**config.mk**
```make
export PLATFORM = sky130hd
export DESIGN_NAME = keypad_scanner
export DESIGN_NICKNAME = d
export VERILOG_FILES = /design/src/rtl/keypad_scanner.sv
export SDC_FILE = /design/constraint.sdc
export NUM_CORES = 1
export LEC_CHECK = 0
export CAP_MARGIN = 20
export CORE_ASPECT_RATIO = 1.1
export CORE_UTILIZATION = 56
export DETAILED_ROUTE_END_ITERATION = 12
export MAX_ROUTING_LAYER = met4
export PLACE_DENSITY = 0.76
export SLEW_MARGIN = 20
export SYNTH_ARGS = -nofsm -noshare
export SYNTH_HDL_FRONTEND = slang
export SYNTH_SLANG_ARGS = --single-unit
```
**constraint.sdc**
```tcl
create_clock -name CLOCK_50 -period 2.9 [get_ports CLOCK_50]
set_input_delay 0.29 -clock CLOCK_50 [delete_from_list [all_inputs] [get_ports CLOCK_50]]
set_output_delay 0.29 -clock CLOCK_50 [all_outputs]
set_load 0.03 [all_outputs]
```
**src/rtl/keypad_scanner.sv**
```systemverilog
// 4x4 matrix keypad scanner: drives one row low at a time, synchronizes the
// column sense lines and shares one debounce counter across all keys.
module keypad_scanner #(
  parameter int SETTLE_CYCLES = 50,
  parameter int STABLE_CYCLES = 3000
) (
  input  logic       CLOCK_50,
  input  logic       Reset_n,
  output logic [3:0] Row,
  input  logic [3:0] Col,
  output logic [3:0] KeyCode,
  output logic       KeyValid,
  input  logic       KeyReady,
  output logic       KeyHeld
);

  localparam logic [1:0] ST_SETTLE  = 2'd0;
  localparam logic [1:0] ST_CONFIRM = 2'd1;
  localparam logic [1:0] ST_REPORT  = 2'd2;
  localparam logic [1:0] ST_RELEASE = 2'd3;

  localparam logic [15:0] SETTLE_LAST = 16'(SETTLE_CYCLES - 1);
  localparam logic [15:0] STABLE_LAST = 16'(STABLE_CYCLES - 1);

  logic [3:0]  col_s1_q, col_s1_d;
  logic [3:0]  col_s_q,  col_s_d;
  logic [1:0]  state_q,  state_d;
  logic [1:0]  r_q,      r_d;
  logic [1:0]  c_q,      c_d;
  logic [15:0] cnt_q,    cnt_d;
  logic [3:0]  key_code_q,  key_code_d;
  logic        key_valid_q, key_valid_d;
  logic        key_held_q,  key_held_d;
  logic        col_watch;

  // Priority pick of the lowest active-low column.
  function automatic logic [1:0] lowest_low(input logic [3:0] cols);
    logic [1:0] idx;
    if (!cols[0])      idx = 2'd0;
    else if (!cols[1]) idx = 2'd1;
    else if (!cols[2]) idx = 2'd2;
    else               idx = 2'd3;
    return idx;
  endfunction

  assign col_watch = col_s_q[c_q];

  always_comb begin
    col_s1_d    = Col;
    col_s_d     = col_s1_q;
    state_d     = state_q;
    r_d         = r_q;
    c_d         = c_q;
    cnt_d       = cnt_q;
    key_code_d  = key_code_q;
    key_valid_d = key_valid_q;
    key_held_d  = key_held_q;

    case (state_q)
      ST_SETTLE: begin
        if (cnt_q == SETTLE_LAST) begin
          cnt_d = 16'd0;
          if (col_s_q == 4'hF) begin
            r_d = r_q + 2'd1;
          end else begin
            c_d     = lowest_low(col_s_q);
            state_d = ST_CONFIRM;
          end
        end else begin
          cnt_d = cnt_q + 16'd1;
        end
      end

      ST_CONFIRM: begin
        if (col_watch) begin
          // Candidate bounced back high: abandon it and move on to the next row.
          cnt_d   = 16'd0;
          r_d     = r_q + 2'd1;
          state_d = ST_SETTLE;
        end else if (cnt_q == STABLE_LAST) begin
          cnt_d       = 16'd0;
          key_code_d  = {r_q, c_q};
          key_valid_d = 1'b1;
          key_held_d  = 1'b1;
          state_d     = ST_REPORT;
        end else begin
          cnt_d = cnt_q + 16'd1;
        end
      end

      ST_REPORT: begin
        if (KeyReady) begin
          key_valid_d = 1'b0;
          cnt_d       = 16'd0;
          state_d     = ST_RELEASE;
        end
      end

      ST_RELEASE: begin
        if (!col_watch) begin
          cnt_d = 16'd0;
        end else if (cnt_q == STABLE_LAST) begin
          cnt_d      = 16'd0;
          key_held_d = 1'b0;
          r_d        = r_q + 2'd1;
          state_d    = ST_SETTLE;
        end else begin
          cnt_d = cnt_q + 16'd1;
        end
      end

      default: begin
        cnt_d   = 16'd0;
        state_d = ST_SETTLE;
      end
    endcase
  end

  always_ff @(posedge CLOCK_50 or negedge Reset_n) begin
    if (!Reset_n) begin
      col_s1_q    <= 4'hF;
      col_s_q     <= 4'hF;
      state_q     <= ST_SETTLE;
      r_q         <= 2'd0;
      c_q         <= 2'd0;
      cnt_q       <= 16'd0;
      key_code_q  <= 4'h0;
      key_valid_q <= 1'b0;
      key_held_q  <= 1'b0;
    end else begin
      col_s1_q    <= col_s1_d;
      col_s_q     <= col_s_d;
      state_q     <= state_d;
      r_q         <= r_d;
      c_q         <= c_d;
      cnt_q       <= cnt_d;
      key_code_q  <= key_code_d;
      key_valid_q <= key_valid_d;
      key_held_q  <= key_held_d;
    end
  end

  assign Row      = ~(4'b0001 << r_q);
  assign KeyCode  = key_code_q;
  assign KeyValid = key_valid_q;
  assign KeyHeld  = key_held_q;

endmodule

```
Word-level counts from Yosys, hierarchy flattened
Index checks and enable logic that the tools add are counted.
- input port bits: 7
- logic and storage cells: 74
- register bits after elaboration: 36
- add/subtract/negate cells: 2
- reductions and logical operators: 10
- bitwise gates (word level): 3
- multiplexer cells: 32
- shifts and indexed selects: 1
- $lt $le $gt $ge: 1
- eq/ne operators: 16
- operators with widths (cell ; number):
    16-bit 2-to-1 mux ; 5
    16-bit case mux with 4 select lines ; 1
    2-bit 2-to-1 mux ; 14
    2-bit != test, second input constant ; 9
    16-bit by 1-bit adder with 16-bit output, second input constant ; 1
    16-bit by 12-bit equality test with 1-bit output, second input constant ; 1
    16-bit by 6-bit equality test with 1-bit output, second input constant ; 1
    6-bit AND reduction ; 2
    2-bit case mux with 4 select lines ; 1
    1-bit 2-to-1 mux ; 7
    2-bit case mux with 3 select lines ; 1
    3-bit AND reduction ; 2
    5-bit AND reduction ; 1
    2-bit equality test, second input constant ; 2
    4-bit equality test, second input constant ; 1
    4-bit inverter ; 1
    1-bit case mux with 2 select lines ; 2
    4-bit AND reduction ; 1
    2-bit nonzero test ; 2
    1-bit by 2-bit left shift with 4-bit output, first input constant ; 1
    2-bit by 3-bit < comparator with 1-bit output, second input constant ; 1
    3-bit != test, second input constant ; 1
    3-bit nonzero test ; 1
    2-bit by 1-bit adder with 2-bit output, second input constant ; 1
    4 further kinds ; 5

Depth between registers and ports, before layout
- depth in word-level cells: 4
- gate-level depth with buffers: 8
- depth with buffers taken out: 7

Worst setup path after synthesis
Ideal clock, no wire load.
- path type: register to register
- start: register cnt_q[1]
- end: register r_q[1]
- buffers on the path: 0
- data arrival time: 2.099 ns
- setup time: 0.125 ns
- data required time: 2.775 ns
- cell stages (with the launch flop): 8
- clock period less this slack: 2.224 ns
- setup slack: 0.676 ns
- cells stage by stage: dfrtp_1 -> inv_1 -> ha_1 -> or4b_4 -> or4_4 -> nor3_4 -> a21oi_2 -> mux2_4
- word-level cells in the longest chain between the ends: 3
- ends and longest elaborated chain (item ; RTL line ; RTL):
    from (decl) ; 30 ; logic [15:0] cnt_q, cnt_d;
    from (signal assigned) ; 136 ; cnt_q <= cnt_d;
    16-bit by 6-bit equality test with 1-bit output or 16-bit by 12-bit equality test with 1-bit output (tied branches) ; 61, 102 ;
    2-bit != test (no source line) ; - ;
    6-bit AND reduction (no source line) (*) ; - ;
    to (signal assigned) ; 134 ; r_q <= r_d;
    to (decl) ; 28 ; logic [1:0] r_q, r_d;
Every way passes the cells marked *; elsewhere a longest branch is shown, timed or not.
A chain may end at the register's enable or synchronous reset.

Worst setup path in the final report
- start: register cnt_q[1]
- end: register cnt_q[3]
- word-level cells in the longest chain between the ends: 4
- ends and longest elaborated chain (item ; RTL line ; RTL):
    16-bit by 1-bit adder with 16-bit output or 16-bit by 12-bit equality test with 1-bit output (tied branches) ; - ;
    16-bit 2-to-1 mux ; 80, 102 ;
    16-bit 2-to-1 mux (on tied branches) ; 100, 75 ;
    16-bit case mux with 4 select lines (*) ; 59 ; case (state_q)
Marks and branches as above.

==> impl_metrics.tcl <==
set metrics [dict create \
    relSlewSlack 0.486 \
    post_cts_buffers 0 \
    switching_share 0.312 \
    grt_max_degree 37 \
    wl_per_cell_um 14.3 \
    worstPathRequired_ps 3110 \
    worstSetupPathType "reg2reg" \
    multiInputGateArea_sq_um 827 \
    cp-end-kind "flop" \
    cts_buffers 5 \
    dpl_cell_area_sq_mm 0.00199 \
    grt_first_pass_wirelength_mm 5.22 \
    ios 17 \
    stdcell_count 217 \
    reg2reg_depth 7 \
    grt_use_total 0.209 \
    crit_chain "inv_1 -> ha_1 -> or4b_4 -> or4_4 -> nand2b_4 -> a21oi_4 -> o22ai_1" \
    ant_nets 0 \
    finalSetupTns_ps 0 \
    synthFlopType "dfrtp_1" \
    grt_pass1_vias 1159 \
    yosysTopAreaCell "dfrtp_1" \
    antenna_found_initial 0 \
    p_switching_uw 427 \
    post_cts_resized 0 \
    clock_path_buffers 2 \
    clock-root-buffer "clkbuf_4" \
    fin_skew_ps 14.0 \
    critPathArrivalTime_ps 2750 \
    yosys_warnings 0 \
    fillerInstances 230 \
    stdcell_area_sq_mm 0.00209 \
    p_per_area_mw_per_mm2 656 \
    fp.dieW_um 56.4 \
    drtPass1Iterations 4 \
    ir_drop_uv 568 \
    ys_seq_elements 36 \
    path_buf_inv 1 \
    worstSetupStartpointType "flop" \
    synth_cell_types 44 \
    die_y_um 61.9 \
    syn_nets 174 \
    place_congestion 0.778 \
    synth.area.top_cells "dfrtp_1 38%, dfstp_2 12%, xor2_1 4.3%" \
    drc 0 \
    slew_violations 0 \
    h-tree-depth 2 \
    core_area_sq_mm 0.00307 \
    status "finished, final reports clean" \
    drive_gt1_frac 0.219 \
    cts.sinks 36 \
    syn_to_final_growth_pct 14.4 \
    syn_inst 161 \
    drt-total-wl_mm 3.11 \
    rsz0062_at_grt "false" \
    drt-initial-drc-count 46 \
    max_stage_delay_ps 530 \
    critical-path-top-delay-family "simple AND/OR/NAND/NOR gates" \
    cts_tree "yes" \
    synth-edff-count 0 \
    holdWs_ps 347 \
    nNetsFinal 195 \
    hold_violations 0 \
    viasPerCell 5.55 \
    cts.clk_slew.worst_paths_ps 120 \
    seq_area_sq_um 911 \
    drv_cap 0 \
    grt_overflow 0 \
    rows 21 \
    synth_common_cells "28 x dfrtp_1, 14 x nand2_1, 12 x inv_1, 11 x nand3_1, 10 x nor2_2" \
    cp_max_fo 14 \
    seq_power_share 0.461 \
    setup_violations 0 \
    synth_top_area_share 0.384 \
    placedCellCount 209 \
    pwr-share-comb 0.253 \
    fin_crit_sh 0.876 \
    start_util 0.594 \
    hold_class "in2async" \
    leakagePower_uw 0.000919 \
    avgSynthCellArea_sq_um 11.3 \
    path_depth 7 \
    clockPowerShare 0.286 \
    clkLatencyLatePin_ps 340 \
    fin_ws_ps 360 \
    io_buffers 16 \
    syn_area_sq_mm 0.00183 \
    vias 1204 \
    ctsHoldBuffers 0 \
    pre_cts_slack_ps 349 \
    dpl.hpwl_mm 2.20 \
    clock.fmax_ghz 0.394 \
    n_antenna_cell 0 \
    worst_pin_slew_ps 764 \
    ys_seq_area_frac 0.499 \
    min_period_ps 2540 \
    postSynth.asyncResetShare 1.00 \
    slowest_stage "or4_4" \
    p_int_uw 943 \
    dieArea_sq_mm 0.00349 \
    synth_most_common_cell "dfrtp_1" \
]
-- kinds of logic (layout without fill, tap and decap cells) --
family	count (synthesis)	after routing	synth area share
fa+ha+maj	7	7	0.0466
xor+xnor	15	15	0.0720
flops	36	36	0.499
mux	6	6	0.0432
compound gates	16	16	0.0610
simple gates	66	66	0.230
buf+inv	15	37	0.0480
-- stage by stage --
stage / power, uW / util
2_1_floorplan: 875 / -
5_1_grt: 1450 / 0.679
3_5_place_dp: 987 / 0.648
6_report: 1370 / 0.679
4_1_cts: 1390 / 0.679
3_3_place_gp: 969 / 0.648
-- power groups by stage --
stage / clock [uW] / combinational, uW / sequential (uW)
after floorplan: 0 / 260 / 615
after global placement: 0 / 337 / 632
after detailed placement: 0 / 349 / 638
after CTS: 407 / 351 / 630
after global routing: 425 / 386 / 640
final: 392 / 346 / 631
-- final timing paths --
check                            start                         end  slack (ps)
setup / recovery              cnt_q[1]                    cnt_q[3]         360
setup reg to reg              cnt_q[1]                    cnt_q[3]         360
hold / removal                 Reset_n  asynchronous set/reset pin         350
max in group asynchronous      Reset_n                 col_s1_q[1]        2200
hold reg to reg            col_s1_q[2]                  col_s_q[2]         360
min in group CLOCK_50      col_s1_q[2]                  col_s_q[2]         360
-- routing by layer --
| metal | global-route usage | routed length [um] | part of all wire | vias up |
|---|---|---|---|---|
| li1 | - | - | - | 602 |
| met1 | 0.238 | 1360 | 0.44 | 576 |
| met2 | 0.365 | 1620 | 0.52 | 22 |
| met3 | 0.0600 | 99 | 0.032 | 4 |
| met4 | 0.0627 | 32 | 0.010 | 0 |
| met5 | - | 0 | 0 | - |
-- state kept, by name, indices dropped and copies added, names as in the netlist, named ones only --
name,cells
c_q,2
r_q,2
state_q,1
cnt_q,16
KeyHeld,1
KeyCode,4
col_s_q,4
col_s1_q,4
KeyValid,1
-- cell type report --
type	count	area share
Sequential cell	36	0.436
Clock buffer	7	0.0312
Tap cell	34	0.0204
Timing Repair Buffer	17	0.0803
Inverter	12	0.0216
Clock inverter	1	0.0144
Multi-Input combinational cell	110	0.396
-- cell usage in the layout, fill, tap and decap left out, types with 2 or more instances in the layout --
cell / count
nand3_1: 11
inv_1: 12
o21ai_0: 4
nor4_1: 2
clkbuf_8: 2
mux2i_1: 3
clkdlybuf4s50_1: 16
nor2_1: 6
dfrtp_1: 28
dfstp_2: 8
xnor2_1: 6
nand4_1: 5
ha_1: 6
o22ai_1: 2
nor2_2: 10
nand2_1: 14
clkbuf_4: 5
or4_4: 2
a21oi_1: 4
xor2_1: 9
or3_1: 2
Note: power is estimated with default switching activity, not from simulation.
